## src/rtl/timer_prescaler_if.sv

```systemverilog
// timer_prescaler_if: TCR write strobe/fields in, count-enable and reconfigure pulses out
interface timer_prescaler_if #(parameter int CKS_W = 2);
  logic             tcr_wr;
  logic             tcr_en;
  logic [CKS_W-1:0] tcr_cks;
  logic             count_en;
  logic             tcr_reconf;
  logic             running;
  modport master (output tcr_wr, tcr_en, tcr_cks, input count_en, tcr_reconf, running);
  modport slave  (input tcr_wr, tcr_en, tcr_cks, output count_en, tcr_reconf, running);
endinterface

```

## src/rtl/timer_prescaler.sv

```systemverilog
// timer_prescaler: divides pclk by 2^(cks+1) into count_en pulses, with tcr_reconf on every enabling TCR write
module timer_prescaler #(
  parameter int DIV_W = 8,
  parameter int CKS_W = 2
) (
  input logic               pclk,
  input logic               preset,
  timer_prescaler_if.slave  bus
);
  typedef enum logic [1:0] {IDLE, RECONF, RUN} state_t;
  state_t           state, state_n;
  logic [DIV_W-1:0] div_cnt, div_n, term;
  logic [CKS_W-1:0] cks_q;
  logic             cnt_en_q, cnt_en_n;
  // RECONF is phase 0 of the division, so the first pulse lands exactly one divisor after tcr_reconf
  always_comb begin
    term = DIV_W'((32'd2 << cks_q) - 32'd1);
    state_n = state;
    div_n = '0;
    cnt_en_n = 1'b0;
    if (bus.tcr_wr) state_n = bus.tcr_en ? RECONF : IDLE;
    else if (state != IDLE) begin
      state_n = RUN;
      div_n = (div_cnt == term) ? '0 : div_cnt + 1'b1;
      cnt_en_n = div_cnt == term;
    end
  end
  always_ff @(posedge pclk) begin
    if (preset) begin
      state <= IDLE;
      div_cnt <= '0;
      cks_q <= '0;
      cnt_en_q <= 1'b0;
    end else begin
      state <= state_n;
      div_cnt <= div_n;
      cnt_en_q <= cnt_en_n;
      if (bus.tcr_wr) cks_q <= bus.tcr_cks;
    end
  end
  assign bus.count_en = cnt_en_q;
  assign bus.tcr_reconf = state == RECONF;
  assign bus.running = state == RUN;
endmodule
```

## src/flat_wrapper.sv

```systemverilog
// flat-port wrapper written by rule: the top's interface ports become plain ports
module timer_prescaler_flat 
#(
  parameter int DIV_W = 8,
  parameter int CKS_W = 2
)
  (pclk, preset, bus_tcr_wr, bus_tcr_en, bus_tcr_cks, bus_count_en, bus_tcr_reconf, bus_running);
  timer_prescaler_if #(.CKS_W(CKS_W)) bus_i ();
  input logic pclk;
  input logic preset;
  input wire logic [$bits(bus_i.tcr_wr)-1:0] bus_tcr_wr;
  input wire logic [$bits(bus_i.tcr_en)-1:0] bus_tcr_en;
  input wire logic [$bits(bus_i.tcr_cks)-1:0] bus_tcr_cks;
  output wire logic [$bits(bus_i.count_en)-1:0] bus_count_en;
  output wire logic [$bits(bus_i.tcr_reconf)-1:0] bus_tcr_reconf;
  output wire logic [$bits(bus_i.running)-1:0] bus_running;
  assign bus_i.tcr_wr = bus_tcr_wr;
  assign bus_i.tcr_en = bus_tcr_en;
  assign bus_i.tcr_cks = bus_tcr_cks;
  assign bus_count_en = bus_i.count_en;
  assign bus_tcr_reconf = bus_i.tcr_reconf;
  assign bus_running = bus_i.running;
  timer_prescaler #(.DIV_W(DIV_W), .CKS_W(CKS_W)) u_core (.pclk(pclk), .preset(preset), .bus(bus_i));
endmodule
```

## config.mk

```make
export PLATFORM = sky130hd
export DESIGN_NAME = timer_prescaler_flat
export DESIGN_NICKNAME = d
export VERILOG_FILES = /design/src/rtl/timer_prescaler_if.sv /design/src/rtl/timer_prescaler.sv /design/src/flat_wrapper.sv
export SDC_FILE = /design/constraint.sdc
export NUM_CORES = 1
export LEC_CHECK = 0
export BUFFER_PORTS_ARGS = -buffer_cell sky130_fd_sc_hd__buf_2
export CORE_AREA = 2 2 39 41
export DETAILED_ROUTE_END_ITERATION = 16
export DIE_AREA = 0 0 41 43
export GPL_TIMING_DRIVEN = 0
export HOLD_SLACK_MARGIN = 0.15
export SLEW_MARGIN = 0
export SYNTH_ARGS = -nofsm -noshare
export SYNTH_HDL_FRONTEND = slang
export SYNTH_SLANG_ARGS = --single-unit
```

## constraint.sdc

```tcl
create_clock -name pclk -period 2.1 [get_ports pclk]
set_clock_uncertainty 0.15 [all_clocks]
set_input_delay 0.21 -clock pclk [delete_from_list [all_inputs] [get_ports pclk]]
set_output_delay 0.21 -clock pclk [all_outputs]
set_load 0.03 [all_outputs]
```

==> flow_summary.yaml, run 1 <==
floorplanning:
  die-height_um: 43
  row_count: 14
  initial_utilization_pct: 40.5
  ios: 9
  die_x_um: 41
  coreArea_um2: 1380
  fp.dieArea_um2: 1760
power:
  powerDensity_nw_per_um2: 623
  p_seq_share_pct: 57.7
  p_comb_share_pct: 7.6
  pwr-share-clk_pct: 34.8
  ir_drop_uv: 400
  switching_power_w: 0.0000973
  cellLeakagePower_nw: 0.288
  p_int_w: 0.000343
  power_switching_share_pct: 22.1
clock_tree:
  htreeDepth: 1
  clock-sinks: 13
  clockBufferDepth: 2
  root_buffer: "clkbuf_4"
  numCtsBuffers: 3
  clock_latency_ns: 0.28
  cts_tree: "built"
  clk_pin_slew_ns: 0.07
worst_setup_path:
  arrival_ns: 1.58
  crit_family: "buffers and inverters"
  crit_top_cell: "dlygate4sd3_1"
  r2r_slack_ns: 0.68
  worstPathMaxFanout: 1
  cp.required_ns: 2.13
  worstSetupPathType: "input pin to register"
  critPathSlowestCell: "dlygate4sd3_1"
  crit_chain: "dlygate4sd3_1 -> buf_2 -> mux2i_1 -> dlygate4sd3_1 -> nor2_1"
  critPathCaptureType: "register"
  crit_buf_inv: 3
  start_kind: "input pin"
  slowest_delay_ns: 0.56
sta:
  hold_ws_ns: 0.341
  setup_tns_ns: 0
  rsz0062_at_grt: "no"
  clock.fmax_mhz: 644
  setup_viol: 0
  max_slew_margin_pct: 54.9
  hold_viol: 0
  maxSlewViolCount: 0
  fin_crit_ns: 1.55
  worstMarginPinSlew_ns: 0.672
  min_period_over_period_pct: 73.9
grt:
  grt_max_degree: 11
  top_usage_layer: "met2"
  met2_usage_pct: 23.4
  grtUsageMet3_pct: 4.71
  grt_antenna_before_repair: 0
  grt_use_met1_pct: 17.8
  first_global_vias: 444
  grt-ovfl-total: 0
  grt_pass1_wl_um: 1770
  track_usage_pct: 14.9
logic_synthesis:
  yosys_register_bits: 13
  synth.distinct_cells: 23
  synth_fp_nets: 67
  yosysSeqAreaShare_pct: 46.4
  avgSynthCellArea_um2: 9.34
  postSynthCellCount: 60
  synthTopCellsByArea: "dfxtp_1 46%, a211oi_1 5.4%, xor2_1 4.7%"
  netlist_area_um2: 561
  synth_top_area_share_pct: 46.4
  yosys_warnings: 0
  yosysTopAreaCell: "dfxtp_1"
final_layout:
  layoutNonFillerInstCount: 94
  syn2layout_area_growth_pct: 26.1
  register_area_um2: 260
  mostFrequentLayoutCells: "13 x dfxtp_1, 10 x buf_2, 6 x nor2_1, 6 x dlygate4sd3_1"
  utilization_pct: 51.1
  multi_input_area_um2: 283
  final_common_cell: "dfxtp_1"
  nNetsFinal: 86
  n_fill_cell: 125
  antenna_cells: 0
  drive_gt1_share_pct: 19.2
drt:
  drtIter0Drc: 3
  drtAntennaViolNets: 0
  post_drt_via_cell_ratio: 4.95
  vias: 465
  drt_wl_total_um: 1030
  drc: 0
  dr.pass1.iters: 4
  wl_per_cell_um: 10.9
place:
  dp_cells: 84
  dp_hpwl_um: 691
  gp_congestion: 0.727
  io_buffer_count: 8
status:
  status: "finished, final reports clean"
run:
  maxCapViolCount: 0
worst_hold_path:
  hp-class: "register to register"
tightest hold or removal path, stage by stage, from the launching register on:
cell and delay, ns:
dfxtp_1 0.32, o21ai_0 0.07, a21oi_1 0.06
logic make-up after synthesis:
logic type | Yosys count | synth area share (%)
compound gates | 12 | 14.5
fa+ha+maj | 1 | 2.23
mux | 2 | 3.57
buf+inv | 4 | 3.13
xor+xnor | 4 | 6.25
flops | 13 | 46.4
simple gates | 24 | 23.9
routing by layer:
metal / up-vias / wire length [um]
met2: 8 / 483
met4: 0 / 21
met5: - / 0
li1: 248 / -
met3: 2 / 25
met1: 207 / 496
registers in the layout, summed over array words and instances (netlist names):
name / count
u_core.state: 2
u_core.div_cnt: 8
u_core.bus.count_en: 1
u_core.cks_q: 2
synth_stat cells:
cell,n
dfxtp_1,13
nand3_1,4
or3_1,3
o21ai_1,1
nor3b_1,1
or3b_1,1
nor2_1,6
inv_1,2
ha_1,1
a211oi_1,4
nor2b_1,2
mux2i_1,2
and3b_1,1
nand2_1,3
nand4_1,1
nand2b_1,1
a21oi_1,3
and4_4,1
buf_2,2
xor2_1,3
o32ai_2,1
xnor2_1,1
o21ai_0,3
through the flow:
stage          setup slack (ns)  instance area (um2)  power [W]
2_1_floorplan             0.824                  561   0.000274
3_3_place_gp              0.681                  621   0.000283
3_5_place_dp              0.688                  621   0.000284
4_1_cts                   0.581                  707   0.000444
5_1_grt                   0.533                  707   0.000462
6_report                  0.548                  707   0.000441
path summary, 6_finish.rpt:
check / end / depth (start not counted) / from
setup / recovery: u_core.cks_q[0]$_SDFFE_PP0P_ / 5 / bus_tcr_cks[0]
hold / removal: u_core.div_cnt[7]$_SDFF_PP0_ / 2 / u_core.div_cnt[7]$_SDFF_PP0_
setup reg to reg: u_core.div_cnt[2]$_SDFF_PP0_ / 3 / u_core.div_cnt[1]$_SDFF_PP0_
hold reg to reg: u_core.div_cnt[7]$_SDFF_PP0_ / 2 / u_core.div_cnt[7]$_SDFF_PP0_
final cells by class:
type	instances	area share, %
inverters	2	1.06
clock buffers	4	3.72
plain buffers	2	1.42
repair buffers	14	14.2
well taps	16	2.83
flip-flops and latches	13	36.8
multi-input cells	43	40.0
power by group through the flow:
stage / logic, W / registers (W) / clock network, W
finish: 0.0000334 / 0.000254 / 0.000153
global route: 0.0000362 / 0.000255 / 0.000171
CTS: 0.0000330 / 0.000254 / 0.000157
detailed placement: 0.0000237 / 0.000260 / 0
global placement: 0.0000234 / 0.000260 / 0
floorplan: 0.0000145 / 0.000259 / 0
timing repair:
action	in CTS	in global routing
hold buffers	6	0
buffers inserted	0	0
gates resized for setup	0	0
hold endpoints to repair	3	0
(Power assumes the default switching activity.)
==> run 2: changes to the inputs <==
ABC_AREA = 1   (was not set)
clock period = 1.45 ns   (was 2.1 ns; I/O delays follow)
==> flow_summary.yaml, run 2 <==
power:
  switching_power_w: 0.000151
  p_comb_share_pct: 7.6
  p_int_w: 0.000494
  pwr-share-clk_pct: 35.2
  cellLeakagePower_nw: 0.306
  p_seq_share_pct: 57.1
  ir_drop_uv: 503
  power_switching_share_pct: 23.4
  powerDensity_nw_per_um2: 890
sta:
  worstMarginPinSlew_ns: 0.315
  maxSlewViolCount: 0
  setup_tns_ns: 0
  clock.fmax_mhz: 711
  setup_viol: 0
  rsz0062_at_grt: "no"
  max_slew_margin_pct: 78.9
  fin_crit_ns: 1.41
  hold_viol: 0
  min_period_over_period_pct: 97.0
drt:
  dr.max_layer_used: "met4"
  post_drt_via_cell_ratio: 4.55
  drtAntennaViolNets: 0
  drtIter0Drc: 13
  dr.pass1.iters: 4
  wl_met3_um: 36
  route.met2.wl_um: 472
  drt_wl_total_um: 1040
  vias: 514
  wl_met1_um: 485
  wl_per_cell_um: 9.16
  drc: 0
floorplanning:
  die_x_um: 41
  die-height_um: 43
  ios: 9
  fp.dieArea_um2: 1760
  initial_utilization_pct: 41.8
  coreArea_um2: 1380
  row_count: 14
clock_tree:
  cts_tree: "built"
  clock-sinks: 13
  clockBufferDepth: 2
  cts_resized: 0
  root_buffer: "clkbuf_4"
  clock_latency_ns: 0.28
  postCtsSetupBuffers: 0
  numCtsBuffers: 3
  clk_pin_slew_ns: 0.08
  htreeDepth: 1
grt:
  grt_max_degree: 9
  grt_pass1_wl_um: 1810
  first_global_vias: 466
  grt_antenna_before_repair: 0
  grt-ovfl-total: 0
  track_usage_pct: 15.7
logic_synthesis:
  postSynthCellCount: 79
  yosys_warnings: 0
  synth_simple_gate_area_share_pct: 31.6
  yosys-top-cells-count: "21 x nor2_1, 13 x dfxtp_1, 13 x nand2_1"
  yosysMostFrequentCell: "nor2_1"
  async_flop_share_pct: 0
  synth.distinct_cells: 18
  netlist_area_um2: 578
  synth_fp_nets: 86
  synth_top_area_share_pct: 45.0
  muxShareOfSynthArea_pct: 0
  yosysSeqAreaShare_pct: 45.0
  synthAdderAreaFrac_pct: 2.16
  synth-edff-count: 0
  synth_compound_area_share_pct: 5.19
  synth_top_family_by_area: "simple AND/OR/NAND/NOR gates"
  synthTopCellsByArea: "dfxtp_1 45%, nor2_1 14%, nand2_1 8.4%"
  yosys_register_bits: 13
  ys.flop_type: "dfxtp_1"
  synth-xor-area-share_pct: 7.58
  avgSynthCellArea_um2: 7.32
  yosysTopAreaCell: "dfxtp_1"
run:
  maxCapViolCount: 0
final_layout:
  utilization_pct: 52.4
  final_area_um2: 724
  nNetsFinal: 105
  antenna_cells: 0
  register_area_um2: 260
  largest_reg_flops: 8
  top_regs: "u_core.div_cnt: 8 flops, u_core.cks_q: 2 flops, u_core.state: 2 flops"
  regMostFlops: "u_core.div_cnt"
  final_common_cell: "nor2_1"
  multi_input_area_um2: 269
  syn2layout_area_growth_pct: 25.3
  n_fill_cell: 141
  mostFrequentLayoutCells: "21 x nor2_1, 13 x nand2_1, 13 x dfxtp_1"
  drive_gt1_share_pct: 16.5
worst_setup_path:
  worstPathMaxFanout: 4
  start_kind: "input pin"
  worstSetupPathType: "input pin to register"
  arrival_ns: 1.48
  cp.required_ns: 1.53
  critPathCaptureType: "register"
place:
  gp_congestion: 0.755
  io_buffer_count: 8
  dp_hpwl_um: 695
  placed_cell_area_um2: 638
worst_hold_path:
  hp-class: "register to register"
status:
  status: "finished, final reports clean"
run 2: cell count changes in the layout (fill, tap and decap cells not counted), sizes merged, moves of 2 or more:
cell    before  now
a211oi       4    1
buf         10    8
inv          2   13
mux2i        2    0
nand2        3   15
nor2         6   22
nor2b        2    0
o21ai        4    1
or3          3    0
run 2: layout make-up:
type,instances,share of cell area (%)
flip-flops and latches,13,35.9
inverters,13,6.74
clock buffers,4,3.63
repair buffers,14,13.8
multi-input cells,53,37.1
well taps,16,2.76
run 2: logic make-up (layout without fill, tap and decap cells):
| kind of cell | after synthesis | count (layout) |
|---|---|---|
| flops | 13 | 13 |
| buf+inv | 13 | 31 |
| compound gates | 5 | 5 |
| fa+ha+maj | 1 | 1 |
| simple gates | 42 | 42 |
| xor+xnor | 5 | 5 |
run 2: worst paths after layout:
kind | start | end | slack (ns) | cells past startpoint
max | preset | u_core.state[0]$_SDFFE_PP0P_ | 0.04 | 4
min | u_core.div_cnt[0]$_SDFF_PP0_ | u_core.div_cnt[0]$_SDFF_PP0_ | 0.32 | 1
max reg2reg | u_core.div_cnt[1]$_SDFF_PP0_ | u_core.div_cnt[4]$_SDFF_PP0_ | 0.16 | 6
min reg2reg | u_core.div_cnt[0]$_SDFF_PP0_ | u_core.div_cnt[0]$_SDFF_PP0_ | 0.32 | 1
run 2: routing by layer:
| metal | GRT usage, % | vias to the layer above |
|---|---|---|
| met4 | 12.0 | 0 |
| met3 | 4.71 | 5 |
| met2 | 22.5 | 9 |
| met5 | 0 | - |
| li1 | - | 274 |
| met1 | 18.4 | 226 |
run 2: what timing repair did:
action | CTS | global route
hold endpoints to repair | 13 | 1
setup endpoints to repair | 0 | 1
hold buffers | 6 | 1
run 2: power by group through the flow:
stage          sequential, W  combinational [W]  clock, W
2_1_floorplan       0.000376          0.0000233         0
3_3_place_gp        0.000377          0.0000357         0
3_5_place_dp        0.000377          0.0000369         0
4_1_cts             0.000368          0.0000486  0.000237
5_1_grt             0.000370          0.0000550  0.000258
6_report            0.000369          0.0000490  0.000227
run 2: worst max-delay path, stage by stage:
cell           delay (ns)
dlygate4sd3_1        0.54
buf_2                0.15
nor2_1               0.10
dlygate4sd3_1        0.54
run 2: stage by stage:
stage | instances | hold slack [ns] | worst slack, ns | power, W
2_1_floorplan | 79 | 0.0641 | 0.271 | 0.000399
3_3_place_gp | 103 | 0.213 | 0.197 | 0.000413
3_5_place_dp | 103 | 0.218 | 0.184 | 0.000414
4_1_cts | 113 | 0.326 | 0.0555 | 0.000654
5_1_grt | 113 | 0.351 | 0.0130 | 0.000683
6_report | 113 | 0.320 | 0.0438 | 0.000645
==> run 3: changes to the inputs <==
==> constraint.sdc (replaced) <==
create_clock -name pclk -period 1.45 [get_ports pclk]
set_clock_uncertainty 0.15 [all_clocks]
set_input_delay 0.0725 -clock pclk [delete_from_list [all_inputs] [get_ports pclk]]
set_output_delay 0.0725 -clock pclk [all_outputs]
set_load 0.03 [all_outputs]
==> flow_summary.yaml, run 3 (same netlist as run 2, synthesis figures left out) <==
power:
  ir_drop_uv: 510
  power_w: 0.000651
  pwr-share-clk_pct: 34.8
  p_int_w: 0.000499
  powerDensity_nw_per_um2: 869
  power_switching_share_pct: 23.5
  p_seq_share_pct: 56.6
  cellLeakagePower_nw: 0.316
  switching_power_w: 0.000153
  p_comb_share_pct: 8.6
worst_setup_path:
  worstSetupPathType: "input pin to register"
  start_kind: "input pin"
  arrival_ns: 1.43
  reg2reg_to: "u_core.div_cnt[4]$_SDFF_PP0_"
  r2r.worst_path.cells: 6
  r2r_slack_ns: 0.17
  worstPathMaxFanout: 1
  worstReg2RegStart: "u_core.div_cnt[1]$_SDFF_PP0_"
  cp.required_ns: 1.47
  critPathCaptureType: "register"
drt:
  drtIter0Drc: 13
  vias: 525
  wl_per_cell_um: 9.48
  post_drt_via_cell_ratio: 4.57
  drt_wl_total_um: 1090
  drtAntennaViolNets: 0
  dr.pass1.iters: 4
  drc: 0
sta:
  rsz0062_at_grt: "no"
  min_period_over_period_pct: 97.1
  setup_tns_ns: 0
  hold_viol: 0
  timing.final.ws_setup_ns: 0.0417
  worstMarginPinSlew_ns: 0.315
  clock.fmax_mhz: 710
  fin_crit_ns: 1.41
  maxSlewViolCount: 0
  setup_viol: 0
  max_slew_margin_pct: 78.9
grt:
  grtUsageMet3_pct: 4.71
  grt_antenna_before_repair: 0
  first_global_vias: 479
  met2_usage_pct: 24.1
  grt_pass1_wl_um: 1870
  grt_use_met1_pct: 18.7
  track_usage_pct: 16.3
  grt_max_degree: 9
  top_usage_layer: "met2"
  grt-ovfl-total: 0
final_layout:
  largest_reg_flops: 8
  final_common_cell: "nor2_1"
  mostFrequentLayoutCells: "21 x nor2_1, 13 x nand2_1, 13 x dfxtp_1"
  nNetsFinal: 107
  drive_gt1_share_pct: 17.2
  utilization_pct: 54.2
  syn2layout_area_growth_pct: 29.7
  antenna_cells: 0
  top_regs: "u_core.div_cnt: 8 flops, u_core.cks_q: 2 flops, u_core.state: 2 flops"
  regMostFlops: "u_core.div_cnt"
clock_tree:
  htreeDepth: 1
  root_buffer: "clkbuf_4"
  cts_tree: "built"
  clock-sinks: 13
  clk_pin_slew_ns: 0.08
  clock_latency_ns: 0.28
  numCtsBuffers: 3
  postCtsSetupBuffers: 0
  clockBufferDepth: 2
place:
  gp_congestion: 0.755
  dp_hpwl_um: 695
  post-place-ws_ns: 0.184
  io_buffer_count: 8
worst_hold_path:
  hold_depth: 1
  hold-path-endpoint: "u_core.div_cnt[0]$_SDFF_PP0_"
  worstHoldStart: "u_core.div_cnt[0]$_SDFF_PP0_"
  hp-class: "register to register"
floorplanning:
  fp.dieArea_um2: 1760
  coreArea_um2: 1380
  initial_utilization_pct: 41.8
  row_count: 14
  die-height_um: 43
  die_x_um: 41
  ios: 9
status:
  status: "finished, final reports clean"
run:
  maxCapViolCount: 0
==> run 3: cell types whose count changed in the layout (fill, tap and decap cells not counted), sizes merged <==
| cell | previous run | this run |
|---|---|---|
| dlygate4sd3 | 6 | 8 |
==> run 3: timing repair <==
action,in CTS,in global routing
setup endpoints to repair,0,1
gates resized for setup,0,1
endpoints found under the hold margin,13,0
hold buffers,8,0
==> run 3: area by class of cell <==
cell class,count,area [um2]
clock buffers,4,26.3
multi-input cells,53,274
flip-flops and latches,13,260
repair buffers,16,120
inverters,13,48.8
well taps,16,20.0
fillers,138,634
==> run 3: how the worst max path moves through the flow <==
stage	startpoint	end	slack (ns)	cells after the start
3_3_place_gp	u_core.div_cnt[0]$_SDFF_PP0_	u_core.div_cnt[4]$_SDFF_PP0_	0.20	6
4_1_cts	bus_tcr_cks[1]	u_core.cks_q[1]$_SDFFE_PP0P_	0.09	5
3_5_place_dp	u_core.div_cnt[1]$_SDFF_PP0_	u_core.div_cnt[4]$_SDFF_PP0_	0.18	6
5_1_grt	bus_tcr_cks[1]	u_core.cks_q[1]$_SDFFE_PP0P_	0.02	5
2_1_floorplan	u_core.div_cnt[0]$_SDFF_PP0_	u_core.div_cnt[6]$_SDFF_PP0_	0.27	6
6_report	bus_tcr_cks[1]	u_core.cks_q[1]$_SDFFE_PP0P_	0.04	5
==> run 3: stage by stage <==
step           hold slack, ns  instance area (um2)  cells
5_1_grt                 0.351                  749    115
2_1_floorplan        -0.00843                  578     79
3_5_place_dp            0.146                  638    103
3_3_place_gp            0.141                  638    103
4_1_cts                 0.326                  744    115
6_report                0.319                  749    115
==> run 3: power by group through the flow <==
stage,clock (W),combinational [W],sequential (W)
finish,0.000227,0.0000560,0.000369
CTS,0.000237,0.0000526,0.000368
global route,0.000258,0.0000619,0.000370
floorplan,0,0.0000233,0.000376
detailed placement,0,0.0000369,0.000377
global placement,0,0.0000357,0.000377
==> run 3: worst max-delay path, cell delays in order <==
cell and delay [ns]:
dlygate4sd3_1 0.53, buf_2 0.12, nor2_1 0.09, dlygate4sd3_1 0.57, a211oi_2 0.04
==> run 3: per-layer routing <==
layer / vias to the layer above / share of wire (%)
met2: 11 / 48
li1: 278 / -
met3: 5 / 3.9
met1: 231 / 45
met4: 0 / 3.8
met5: - / 0
